File: config.mk
export PLATFORM = sky130hd
export DESIGN_NAME = pwm_duty_ramp_flat
export DESIGN_NICKNAME = d
export VERILOG_FILES = /design/src/rtl/pwm_duty_ramp_pkg.sv /design/src/rtl/pwm_duty_ramp_if.sv /design/src/rtl/pwm_duty_ramp_sync2.sv /design/src/rtl/pwm_duty_ramp.sv /design/src/flat_wrapper.sv
export SDC_FILE = /design/constraint.sdc
export NUM_CORES = 1
export LEC_CHECK = 0
export CAP_MARGIN = 20
export CELL_PAD_IN_SITES_DETAIL_PLACEMENT = 1
export CELL_PAD_IN_SITES_GLOBAL_PLACEMENT = 1
export CORE_MARGIN = 2
export CORE_UTILIZATION = 49
export DETAILED_ROUTE_END_ITERATION = 7
export GPL_ROUTABILITY_DRIVEN = 1
export PLACE_DENSITY_LB_ADDON = 0.1
export SYNTH_ARGS = -nofsm -noshare
export SYNTH_HDL_FRONTEND = slang
export SYNTH_SLANG_ARGS = --single-unit
export TNS_END_PERCENT = 100
File: constraint.sdc
create_clock -name clk -period 10.7 [get_ports clk]
set_input_delay 2.14 -clock clk [delete_from_list [all_inputs] [get_ports clk]]
set_output_delay 2.14 -clock clk [all_outputs]
set_load 0.02 [all_outputs]
File: src/rtl/pwm_duty_ramp_pkg.sv
// Shared constants and types for the pwm duty path.
//   DC_W         : duty width, must match the pwm core's dc input.
//   MAX_DC       : largest legal duty; larger targets are clamped.
//   ramp_state_t : states of the duty-ramp controller.
package pwm_pkg;

    localparam int DC_W   = 7;
    localparam int MAX_DC = 100;

    typedef enum logic [1:0] {
        IDLE = 2'd0,
        RAMP = 2'd1,
        HOLD = 2'd2,
        KILL = 2'd3
    } ramp_state_t;

endpackage

File: src/rtl/pwm_duty_ramp_if.sv
// Signal bundle between the pad-side control and the duty-ramp block.
//   enable    : master->slave, level, 1 = run toward target_dc, 0 = ramp to 0
//   kill      : master->slave, level, 1 = force duty to 0 immediately
//   target_dc : master->slave, requested duty (asynchronous to clk)
//   step      : master->slave, duty increment per tick, 0 acts as 1
//   dc        : slave->master, registered duty for the pwm core
//   ramping   : slave->master, 1 while in RAMP
//   at_target : slave->master, 1 when dc equals the effective target (not in KILL)
//   fault     : slave->master, 1 while in KILL
//   state     : slave->master, controller state for observation
// There is no valid/ready handshake: every input is a level sampled
// continuously through synchronisers, and every output is a level.
interface pwm_duty_ramp_if;
    import pwm_pkg::*;

    logic              enable;
    logic              kill;
    logic [DC_W-1:0]   target_dc;
    logic [3:0]        step;
    logic [DC_W-1:0]   dc;
    logic              ramping;
    logic              at_target;
    logic              fault;
    ramp_state_t       state;

    modport slave (
        input  enable, kill, target_dc, step,
        output dc, ramping, at_target, fault, state
    );

    modport master (
        output enable, kill, target_dc, step,
        input  dc, ramping, at_target, fault, state
    );

endinterface

File: src/rtl/pwm_duty_ramp_sync2.sv
// Two-flop synchroniser, parameterised width, asynchronous active-high reset.
//   clk   : destination clock
//   reset : asynchronous, active-high; clears both stages
//   i_d   : asynchronous input
//   o_q   : synchronised output, two clk cycles after i_d
module sync2 #(
    parameter int W = 1
) (
    input  logic         clk,
    input  logic         reset,
    input  logic [W-1:0] i_d,
    output logic [W-1:0] o_q
);

    logic [W-1:0] r_meta;
    logic [W-1:0] r_q;

    always_ff @(posedge clk or posedge reset) begin
        if (reset) begin
            r_meta <= '0;
            r_q    <= '0;
        end else begin
            r_meta <= i_d;
            r_q    <= r_meta;
        end
    end

    assign o_q = r_q;

endmodule

File: src/rtl/pwm_duty_ramp.sv
// Duty-ramp feeder for the pwm core. Slews the output duty toward a clamped
// target at most `step` per prescaler tick, and drops it to zero on kill.
//   clk   : system clock
//   reset : asynchronous, active-high
//   bus   : pwm_duty_ramp_if.slave (enable, kill, target_dc, step in;
//           dc, ramping, at_target, fault, state out)
// Parameter TICK_DIV: clk cycles per ramp step opportunity (>= 2).
module pwm_duty_ramp
    import pwm_pkg::*;
#(
    parameter int TICK_DIV = 1000
) (
    input  logic             clk,
    input  logic             reset,
    pwm_duty_ramp_if.slave   bus
);

    localparam int              CW       = (TICK_DIV > 2) ? $clog2(TICK_DIV) : 1;
    localparam logic [CW-1:0]   CNT_LAST = CW'(TICK_DIV - 1);
    localparam logic [DC_W-1:0] MAX_V    = DC_W'(MAX_DC);

    logic [1:0]      w_ctl_s;
    logic            w_en_s;
    logic            w_kill_s;
    logic [DC_W-1:0] w_tgt_s;
    logic [3:0]      w_step_s;

    sync2 #(.W(2)) u_sync_ctl (
        .clk   (clk),
        .reset (reset),
        .i_d   ({bus.kill, bus.enable}),
        .o_q   (w_ctl_s)
    );

    sync2 #(.W(DC_W)) u_sync_tgt (
        .clk   (clk),
        .reset (reset),
        .i_d   (bus.target_dc),
        .o_q   (w_tgt_s)
    );

    sync2 #(.W(4)) u_sync_step (
        .clk   (clk),
        .reset (reset),
        .i_d   (bus.step),
        .o_q   (w_step_s)
    );

    assign w_en_s   = w_ctl_s[0];
    assign w_kill_s = w_ctl_s[1];

    ramp_state_t     r_state;
    logic [DC_W-1:0] r_dc;
    logic [CW-1:0]   r_cnt;

    logic [DC_W-1:0] w_tgt;
    logic [DC_W-1:0] w_eff;
    logic [DC_W:0]   w_stp;
    logic [DC_W:0]   w_dc_x;
    logic [DC_W:0]   w_eff_x;
    logic [DC_W:0]   w_up;
    logic [DC_W-1:0] w_up_c;
    logic [DC_W-1:0] w_dn_c;
    logic [DC_W-1:0] w_next;
    logic            w_run;
    logic            w_tick;

    assign w_tgt   = (w_tgt_s > MAX_V) ? MAX_V : w_tgt_s;
    assign w_eff   = w_en_s ? w_tgt : '0;
    assign w_stp   = (w_step_s == 4'd0) ? (DC_W+1)'(1) : (DC_W+1)'(w_step_s);

    // One extra bit so dc+step and eff+step never wrap.
    assign w_dc_x  = {1'b0, r_dc};
    assign w_eff_x = {1'b0, w_eff};
    assign w_up    = w_dc_x + w_stp;
    assign w_up_c  = (w_up > w_eff_x) ? w_eff : w_up[DC_W-1:0];
    // Subtract only when the result stays at or above the target,
    // otherwise land exactly on the target (also covers underflow).
    assign w_dn_c  = (w_dc_x >= (w_eff_x + w_stp)) ? DC_W'(w_dc_x - w_stp) : w_eff;
    assign w_next  = (r_dc < w_eff) ? w_up_c :
                     (r_dc > w_eff) ? w_dn_c : r_dc;

    assign w_run   = (r_state == RAMP) || (r_state == HOLD);
    assign w_tick  = w_run && (r_cnt == CNT_LAST);

    // Prescaler free-runs across RAMP<->HOLD so retargeting from HOLD
    // keeps the existing tick phase.
    always_ff @(posedge clk or posedge reset) begin
        if (reset) begin
            r_cnt <= '0;
        end else if (!w_run) begin
            r_cnt <= '0;
        end else if (r_cnt == CNT_LAST) begin
            r_cnt <= '0;
        end else begin
            r_cnt <= r_cnt + CW'(1);
        end
    end

    always_ff @(posedge clk or posedge reset) begin
        if (reset) begin
            r_state <= IDLE;
            r_dc    <= '0;
        end else if (w_kill_s) begin
            r_state <= KILL;
            r_dc    <= '0;
        end else begin
            case (r_state)
                IDLE: begin
                    r_dc <= '0;
                    if (w_en_s) begin
                        r_state <= (w_tgt != '0) ? RAMP : HOLD;
                    end
                end
                RAMP: begin
                    if (w_tick) begin
                        r_dc <= w_next;
                        if (w_next == w_eff) begin
                            r_state <= w_en_s ? HOLD : IDLE;
                        end
                    end
                end
                HOLD: begin
                    if (!w_en_s && (r_dc == '0)) begin
                        r_state <= IDLE;
                    end else if (w_eff != r_dc) begin
                        r_state <= RAMP;
                    end
                end
                KILL: begin
                    // No auto-restart: enable must drop before leaving.
                    if (!w_en_s) begin
                        r_state <= IDLE;
                    end
                end
                default: begin
                    r_state <= IDLE;
                    r_dc    <= '0;
                end
            endcase
        end
    end

    assign bus.dc        = r_dc;
    assign bus.state     = r_state;
    assign bus.ramping   = (r_state == RAMP);
    assign bus.fault     = (r_state == KILL);
    assign bus.at_target = (r_state != KILL) && (r_dc == w_eff);

endmodule
File: src/flat_wrapper.sv
// flat-port wrapper written by rule: the top's interface ports become plain ports
module pwm_duty_ramp_flat import pwm_pkg::*;
#(
    parameter int TICK_DIV = 1000
)
  (clk, reset, bus_enable, bus_kill, bus_target_dc, bus_step, bus_dc, bus_ramping, bus_at_target, bus_fault, bus_state);
  pwm_duty_ramp_if bus_i ();
  input  logic clk;
  input  logic reset;
  input wire logic [$bits(bus_i.enable)-1:0] bus_enable;
  input wire logic [$bits(bus_i.kill)-1:0] bus_kill;
  input wire logic [$bits(bus_i.target_dc)-1:0] bus_target_dc;
  input wire logic [$bits(bus_i.step)-1:0] bus_step;
  output wire logic [$bits(bus_i.dc)-1:0] bus_dc;
  output wire logic [$bits(bus_i.ramping)-1:0] bus_ramping;
  output wire logic [$bits(bus_i.at_target)-1:0] bus_at_target;
  output wire logic [$bits(bus_i.fault)-1:0] bus_fault;
  output wire logic [$bits(bus_i.state)-1:0] bus_state;
  assign bus_i.enable = bus_enable;
  assign bus_i.kill = bus_kill;
  assign bus_i.target_dc = bus_target_dc;
  assign bus_i.step = bus_step;
  assign bus_dc = bus_i.dc;
  assign bus_ramping = bus_i.ramping;
  assign bus_at_target = bus_i.at_target;
  assign bus_fault = bus_i.fault;
  assign bus_state = bus_i.state;
  pwm_duty_ramp #(.TICK_DIV(TICK_DIV)) u_core (.clk(clk), .reset(reset), .bus(bus_i));
endmodule
==> impl_metrics.env, run 1 <==
export IMPL_status="completed"
export IMPL_cts_num_sinks=45
export IMPL_drt_iter0_drc=214
export IMPL_fp_coreArea_um2=6756
export IMPL_numPlacedInstances=478
export IMPL_multi_input_area_um2=2115
export IMPL_nNetsFinal=459
export IMPL_drt_antenna_violating_nets=0
export IMPL_track_usage=0.2837
export IMPL_gr_total_overflow=0
export IMPL_leakage_uw=0.001746
export IMPL_worstMarginPinSlew_ns=1.031
export IMPL_rr_endpoint="u_core.bus.state[1]$_DFFE_PP0P_"
export IMPL_period_share=0.5246
export IMPL_finalSetupViolCount=0
export IMPL_insertion_delay_ns=0.31
export IMPL_synth_seq_cells=45
export IMPL_hold_buffers=0
export IMPL_grt_pass1_vias=3163
export IMPL_met3_wirelength_um=389
export IMPL_layout_commonest_cell="dfrtp_1"
export IMPL_async_reset_ff_frac=1.000
export IMPL_start_util=0.5052
export IMPL_io_buffers=26
export IMPL_rsz0062_at_grt="false"
export IMPL_worstRegToRegCells=21
export IMPL_die_height_um=87.46
export IMPL_peakVddDrop_mv=0.08654
export IMPL_cts_made_buffers=5
export IMPL_cts_buffer_depth=2
export IMPL_syn_inst=386
export IMPL_fin_hold_ws_ns=0.3458
export IMPL_syn_num_nets=440
export IMPL_cts_setup_buffers=0
export IMPL_via_per_inst=6.342
export IMPL_power_density_nw_per_um2=132.2
export IMPL_critPathCaptureType="flop"
export IMPL_rows=30
export IMPL_seq_area_frac_synth=0.3299
export IMPL_skew_ns=0.01259
export IMPL_antenna_found_initial=0
export IMPL_cts_clk_slew_worst_paths_ns=0.10
export IMPL_fmax_mhz=178.1
export IMPL_worstPathRequired_ns=10.89
export IMPL_synth_edf_count=0
export IMPL_cts_tree="done"
export IMPL_critPathKind="flop to flop"
export IMPL_hold_viol=0
export IMPL_crit_arrival_ns=5.81
export IMPL_stdcell_count=486
export IMPL_gp_congestion=0.8809
export IMPL_r2r_start="u_core.u_sync_tgt.o_q[4]$_DFF_PP0_"
export IMPL_antenna_cells=0
export IMPL_die_area_um2=7649
export IMPL_yosysWarnings=0
export IMPL_min_period_ns=5.613
export IMPL_io_pins=27
export IMPL_grt_max_degree=46
export IMPL_drive_above_1_share=0.04680
export IMPL_final_cell_mix="45 x dfrtp_1, 36 x ha_1, 33 x nor2_1"
export IMPL_met1_length_mm=4.322
export IMPL_tns_ns=0
export IMPL_h_tree_depth=2
export IMPL_worst_setup_path_start_kind="flop"
export IMPL_slew_violations=0
export IMPL_regArea_um2=1126
export IMPL_top_layer_used="met4"
export IMPL_ys_flop_type="dfrtp_1"
export IMPL_syn2layout_area_growth_pct=12.28
export IMPL_maxCapViolCount=0
export IMPL_first_pass_iters=5
export IMPL_nFillCells=807
export IMPL_clockRootBuffer="clkbuf_8"
export IMPL_power_uw=506.7
export IMPL_routedWlPerCell_um=21.02
export IMPL_drt_wl_total_mm=10.22
export IMPL_ctsResizeCount=0
export IMPL_crit_fanout=11
export IMPL_worstSetupEndpoint="u_core.bus.state[1]$_DFFE_PP0P_"
export IMPL_cp_startpoint="u_core.u_sync_tgt.o_q[4]$_DFF_PP0_"
export IMPL_worst_slew_margin_rel=0.3086
export IMPL_drc=0
export IMPL_met2_wirelength_mm=5.280
export IMPL_syn_cell_area_um2=3413
export IMPL_grt_pass1_wl_mm=16.31
export IMPL_postSynthAreaPerCell_um2=8.843
export IMPL_yosys_cell_types_count=63
export IMPL_hpwlAfterDp_mm=7.803
export IMPL_rrSetupSlack_ns=5.09
export IMPL_postLayoutCoreUtil=0.5672
export IMPL_min_path_type="flop to flop"
export IMPL_dieWidth_um=87.46
export IMPL_vias=3082
-- area by class of cell --
cell class | instances | share of cell area
Multi-Input combinational cell | 297 | 0.5517
Clock buffer | 6 | 0.01894
Inverter | 28 | 0.02742
Clock inverter | 2 | 0.01012
Timing Repair Buffer | 28 | 0.07182
Tap cell | 80 | 0.02612
Sequential cell | 45 | 0.2938
-- kinds of logic (layout without fill, tap and decap cells) --
logic type      Yosys count  after routing  synth area share
simple gates            120            120            0.1712
compound gates          107            107            0.2134
flops                    45             45            0.3299
buf+inv                  44             64           0.05058
fa+ha+maj                40             40            0.1525
xor+xnor                 22             22           0.05645
mux                       8              8           0.02602
-- state kept, by name (all words and copies together) (netlist names) --
signal,count
u_core.bus.dc,7
u_core.bus.state,2
u_core.r_cnt,10
u_core.u_sync_ctl.o_q,2
u_core.u_sync_ctl.r_meta,2
u_core.u_sync_step.o_q,4
u_core.u_sync_step.r_meta,4
u_core.u_sync_tgt.o_q,7
u_core.u_sync_tgt.r_meta,7
-- cell usage after synthesis, drive strengths merged (3+ instances only) --
library cell	n	share of area
nand4	3	0.0055
nand2b	8	0.015
nand2	23	0.025
o21a	3	0.0066
ha	36	0.13
a21o	7	0.015
mux2i	4	0.012
and3	6	0.011
o221ai	3	0.0077
and2	5	0.0092
xor2	8	0.021
nor2	33	0.036
a211oi	7	0.015
o211ai	3	0.0066
xnor2	14	0.036
buf	4	0.0066
o22ai	3	0.0055
clkbuf	12	0.013
nor3	8	0.012
mux2	4	0.014
a21oi	23	0.036
nand3	19	0.028
dfrtp	45	0.33
inv	27	0.030
fa	3	0.018
nor4	6	0.011
o21ai	26	0.038
or3	3	0.0055
a31oi	5	0.0092
-- per-layer routing --
layer	global-route usage	up-vias
li1	-	1436
met4	0.08112	0
met1	0.3591	1563
met2	0.5096	68
met5	0	-
met3	0.02938	15
-- metrics by stage --
stage | setup WS, ns | area [um2]
final | 5.087 | 3832
after global routing | 4.718 | 3832
after CTS | 5.131 | 3832
after detailed placement | 5.157 | 3721
after global placement | 5.543 | 3721
after floorplan | 6.236 | 3413
-- how the worst min path moves through the flow --
| stage | from | to | slack [ns] | depth (start not counted) |
|---|---|---|---|---|
| 2_1_floorplan | u_core.u_sync_ctl.r_meta[0]$_DFF_PP0_ | u_core.u_sync_ctl.o_q[0]$_DFF_PP0_ | 0.33 | 0 |
| 3_3_place_gp | u_core.u_sync_step.r_meta[1]$_DFF_PP0_ | u_core.u_sync_step.o_q[1]$_DFF_PP0_ | 0.33 | 0 |
| 3_5_place_dp | u_core.u_sync_step.r_meta[2]$_DFF_PP0_ | u_core.u_sync_step.o_q[2]$_DFF_PP0_ | 0.34 | 0 |
| 4_1_cts | u_core.u_sync_tgt.r_meta[4]$_DFF_PP0_ | u_core.u_sync_tgt.o_q[4]$_DFF_PP0_ | 0.35 | 0 |
| 5_1_grt | u_core.u_sync_tgt.r_meta[4]$_DFF_PP0_ | u_core.u_sync_tgt.o_q[4]$_DFF_PP0_ | 0.37 | 0 |
| 6_report | u_core.u_sync_tgt.r_meta[4]$_DFF_PP0_ | u_core.u_sync_tgt.o_q[4]$_DFF_PP0_ | 0.35 | 0 |
-- critical path, cell delays in order, from the launching register on --
cell and delay [ns]:
dfrtp_1 0.45, o311ai_1 0.40, nand3_1 0.36, inv_1 0.25, ha_1 0.27, a21oi_1 0.20
nand2_1 0.08, nand2_1 0.07, o21ai_0 0.13, a21o_1 0.23, a21o_1 0.18, nand3_1 0.08
ha_1 0.22, and2_1 0.17, a221o_1 0.33, a21oi_1 0.70, nor4_1 0.13, nor3_1 0.39
or3_1 0.17, a31oi_1 0.11, a21oi_2 0.24, mux2_4 0.31
-- power breakdown --
group          internal, uW  total [uW]  leakage [uW]  switching (uW)
Clock                  70.2         132     0.0000554            61.5
Combinational          70.9         176       0.00113             105
Sequential              184         199      0.000560            15.7
No activity file was read; power rests on OpenSTA's default activity.
==> inputs of run 2 (changes only) <==
--- a/config.mk
+++ b/config.mk
@@ -9,7 +9,7 @@
 export CELL_PAD_IN_SITES_DETAIL_PLACEMENT = 1
 export CELL_PAD_IN_SITES_GLOBAL_PLACEMENT = 1
 export CORE_MARGIN = 2
-export CORE_UTILIZATION = 49
+export CORE_UTILIZATION = 45
 export DETAILED_ROUTE_END_ITERATION = 7
 export GPL_ROUTABILITY_DRIVEN = 1
 export PLACE_DENSITY_LB_ADDON = 0.1
==> constraint.sdc (replaced) <==
create_clock -name clk -period 5.75 [get_ports clk]
set_input_delay 1.15 -clock clk [delete_from_list [all_inputs] [get_ports clk]]
set_output_delay 1.15 -clock clk [all_outputs]
set_load 0.02 [all_outputs]
==> run 2 against run 1 <==
First-iteration DRC count shrank 7.0%. Clock skew decreased by 0.0055 ns. Cell count increased by 4.5%. Sequential share of layout area is 0.40 points lower. Power increased by 88%. Clock power grew 91%. Die area rose by 8.5%. Critical path depth up 1. Combinational power grew 88%. Non-clock buffer count increased by 3. Worst setup slack worse by 4.4 ns. Maximum frequency grew 9.8%.
==> impl_metrics.env, run 2 (synthesized netlist as in run 1, its figures left out) <==
export IMPL_min_path_type="flop to flop"
export IMPL_nNetsFinal=462
export IMPL_gr_total_overflow=0
export IMPL_skew_ns=0.007119
export IMPL_die_height_um=91.09
export IMPL_dieWidth_um=91.09
export IMPL_slew_violations=0
export IMPL_maxCapViolCount=0
export IMPL_ctsResizeCount=0
export IMPL_hold_viol=0
export IMPL_design_area_um2=3885
export IMPL_peakVddDrop_mv=0.1628
export IMPL_worst_setup_path_start_kind="flop"
export IMPL_fin_hold_ws_ns=0.3493
export IMPL_fmax_mhz=195.7
export IMPL_rr_endpoint="u_core.bus.state[1]$_DFFE_PP0P_"
export IMPL_period_share=0.8888
export IMPL_min_period_ns=5.111
export IMPL_hold_depth=0
export IMPL_critPathCaptureType="flop"
export IMPL_hold_buffers=0
export IMPL_postPlaceCellArea_um2=3760
export IMPL_min_delay_start="u_core.u_sync_step.r_meta[1]$_DFF_PP0_"
export IMPL_hpwlAfterDp_mm=7.645
export IMPL_routedWlPerCell_um=19.98
export IMPL_nFillCells=861
export IMPL_worstPathRequired_ns=5.93
export IMPL_drc=0
export IMPL_grt_max_degree=46
export IMPL_gp_congestion=0.8595
export IMPL_insertion_delay_ns=0.30
export IMPL_rrSetupSlack_ns=0.64
export IMPL_die_area_um2=8297
export IMPL_io_pins=27
export IMPL_drive_above_1_share=0.05623
export IMPL_worstRegToRegCells=22
export IMPL_cts_num_sinks=45
export IMPL_drt_antenna_violating_nets=0
export IMPL_antenna_cells=0
export IMPL_critPathKind="flop to flop"
export IMPL_cp_startpoint="u_core.u_sync_tgt.o_q[4]$_DFF_PP0_"
export IMPL_cts_buffer_depth=2
export IMPL_stdcell_count=508
export IMPL_io_buffers=26
export IMPL_power_density_nw_per_um2=245.0
export IMPL_cts_made_buffers=5
export IMPL_antenna_found_initial=0
export IMPL_via_per_inst=5.963
export IMPL_r2r_start="u_core.u_sync_tgt.o_q[4]$_DFF_PP0_"
export IMPL_worstHoldEndpoint="u_core.u_sync_step.o_q[1]$_DFF_PP0_"
export IMPL_first_pass_iters=4
export IMPL_finalSetupViolCount=0
export IMPL_fp_coreArea_um2=7292
export IMPL_h_tree_depth=2
export IMPL_layout_commonest_cell="dfrtp_1"
export IMPL_tns_ns=0
export IMPL_numPlacedInstances=499
export IMPL_worstMarginPinSlew_ns=0.9152
export IMPL_cts_clk_slew_worst_paths_ns=0.09
export IMPL_crit_fanout=13
export IMPL_cts_tree="done"
export IMPL_vias=3029
export IMPL_rows=31
export IMPL_drt_iter0_drc=199
export IMPL_worst_slew_margin_rel=0.3890
export IMPL_regMostFlops="u_core.r_cnt"
export IMPL_track_usage=0.2538
export IMPL_largest_reg_flops=10
export IMPL_syn2layout_area_growth_pct=13.82
export IMPL_clockRootBuffer="clkbuf_8"
export IMPL_crit_arrival_ns=5.29
export IMPL_final_cell_mix="45 x dfrtp_1, 36 x ha_1, 33 x nor2_1"
export IMPL_drt_wl_total_mm=10.15
export IMPL_start_util=0.4681
export IMPL_grt_pass1_vias=3224
export IMPL_cts_setup_buffers=0
export IMPL_status="completed"
export IMPL_leakage_uw=0.001761
export IMPL_grt_pass1_wl_mm=16.59
export IMPL_power_uw=951.8
export IMPL_rsz0062_at_grt="false"
==> run 2: cell types whose count changed in the layout (fill, tap and decap cells not counted), sizes merged <==
cell / change
clkinvlp: +1
clkinv: -1
buf: +3
==> run 2: final cells by class <==
class	instances	area, um2	share of cell area
clock buffers	6	82.58	0.02126
clock inverters	2	37.54	0.009662
flip-flops and latches	45	1126	0.2899
inverters	28	105.1	0.02705
well taps	99	123.9	0.03188
repair buffers	31	295.3	0.07601
multi-input cells	297	2115	0.5443
==> run 2: stage by stage <==
| stage | worst slack [ns] | utilization |
|---|---|---|
| floorplan | 1.286 | - |
| global placement | 0.8630 | 0.5156 |
| detailed placement | 0.6820 | 0.5156 |
| CTS | 0.6437 | 0.5321 |
| global route | 0.3018 | 0.5328 |
| finish | 0.6394 | 0.5328 |
==> run 2: where the power goes <==
group          leakage, uW  switching [uW]  internal (uW)
Sequential        0.000560            26.7            342
Combinational      0.00114             197            134
Clock            0.0000574             111            141
==> run 2: metal layers <==
layer,global-route usage,vias up,part of all wire
met1,0.3310,1506,0.45
li1,-,1441,-
met5,0,-,0
met3,0.02988,19,0.044
met2,0.4370,63,0.49
met4,0.08460,0,0.024
==> run 2: worst max-delay path by stage <==
stage / endpoint / slack (ns) / cells after the start
6_report: u_core.bus.state[1]$_DFFE_PP0P_ / 0.64 / 22
3_3_place_gp: u_core.bus.state[1]$_DFFE_PP0P_ / 0.86 / 22
5_1_grt: u_core.bus.state[1]$_DFFE_PP0P_ / 0.30 / 22
4_1_cts: u_core.bus.state[1]$_DFFE_PP0P_ / 0.64 / 22
2_1_floorplan: u_core.bus.state[1]$_DFFE_PP0P_ / 1.29 / 21
3_5_place_dp: u_core.bus.state[1]$_DFFE_PP0P_ / 0.68 / 22
==> run 2: critical path, stage by stage (launching register included) <==
cell and delay (ns):
dfrtp_1 0.45, o311ai_1 0.39, nand3_1 0.13, buf_4 0.19
inv_1 0.13, ha_1 0.25, a21oi_1 0.19, nand2_1 0.08
nand2_1 0.08, o21ai_0 0.13, a21o_1 0.24, a21o_1 0.18
nand3_1 0.08, ha_1 0.22, and2_1 0.17, a221o_1 0.35
a21o_1 0.32, and3_1 0.25, or3_1 0.36, o221ai_1 0.18
nand4_1 0.12, a21oi_2 0.20, mux2_4 0.31
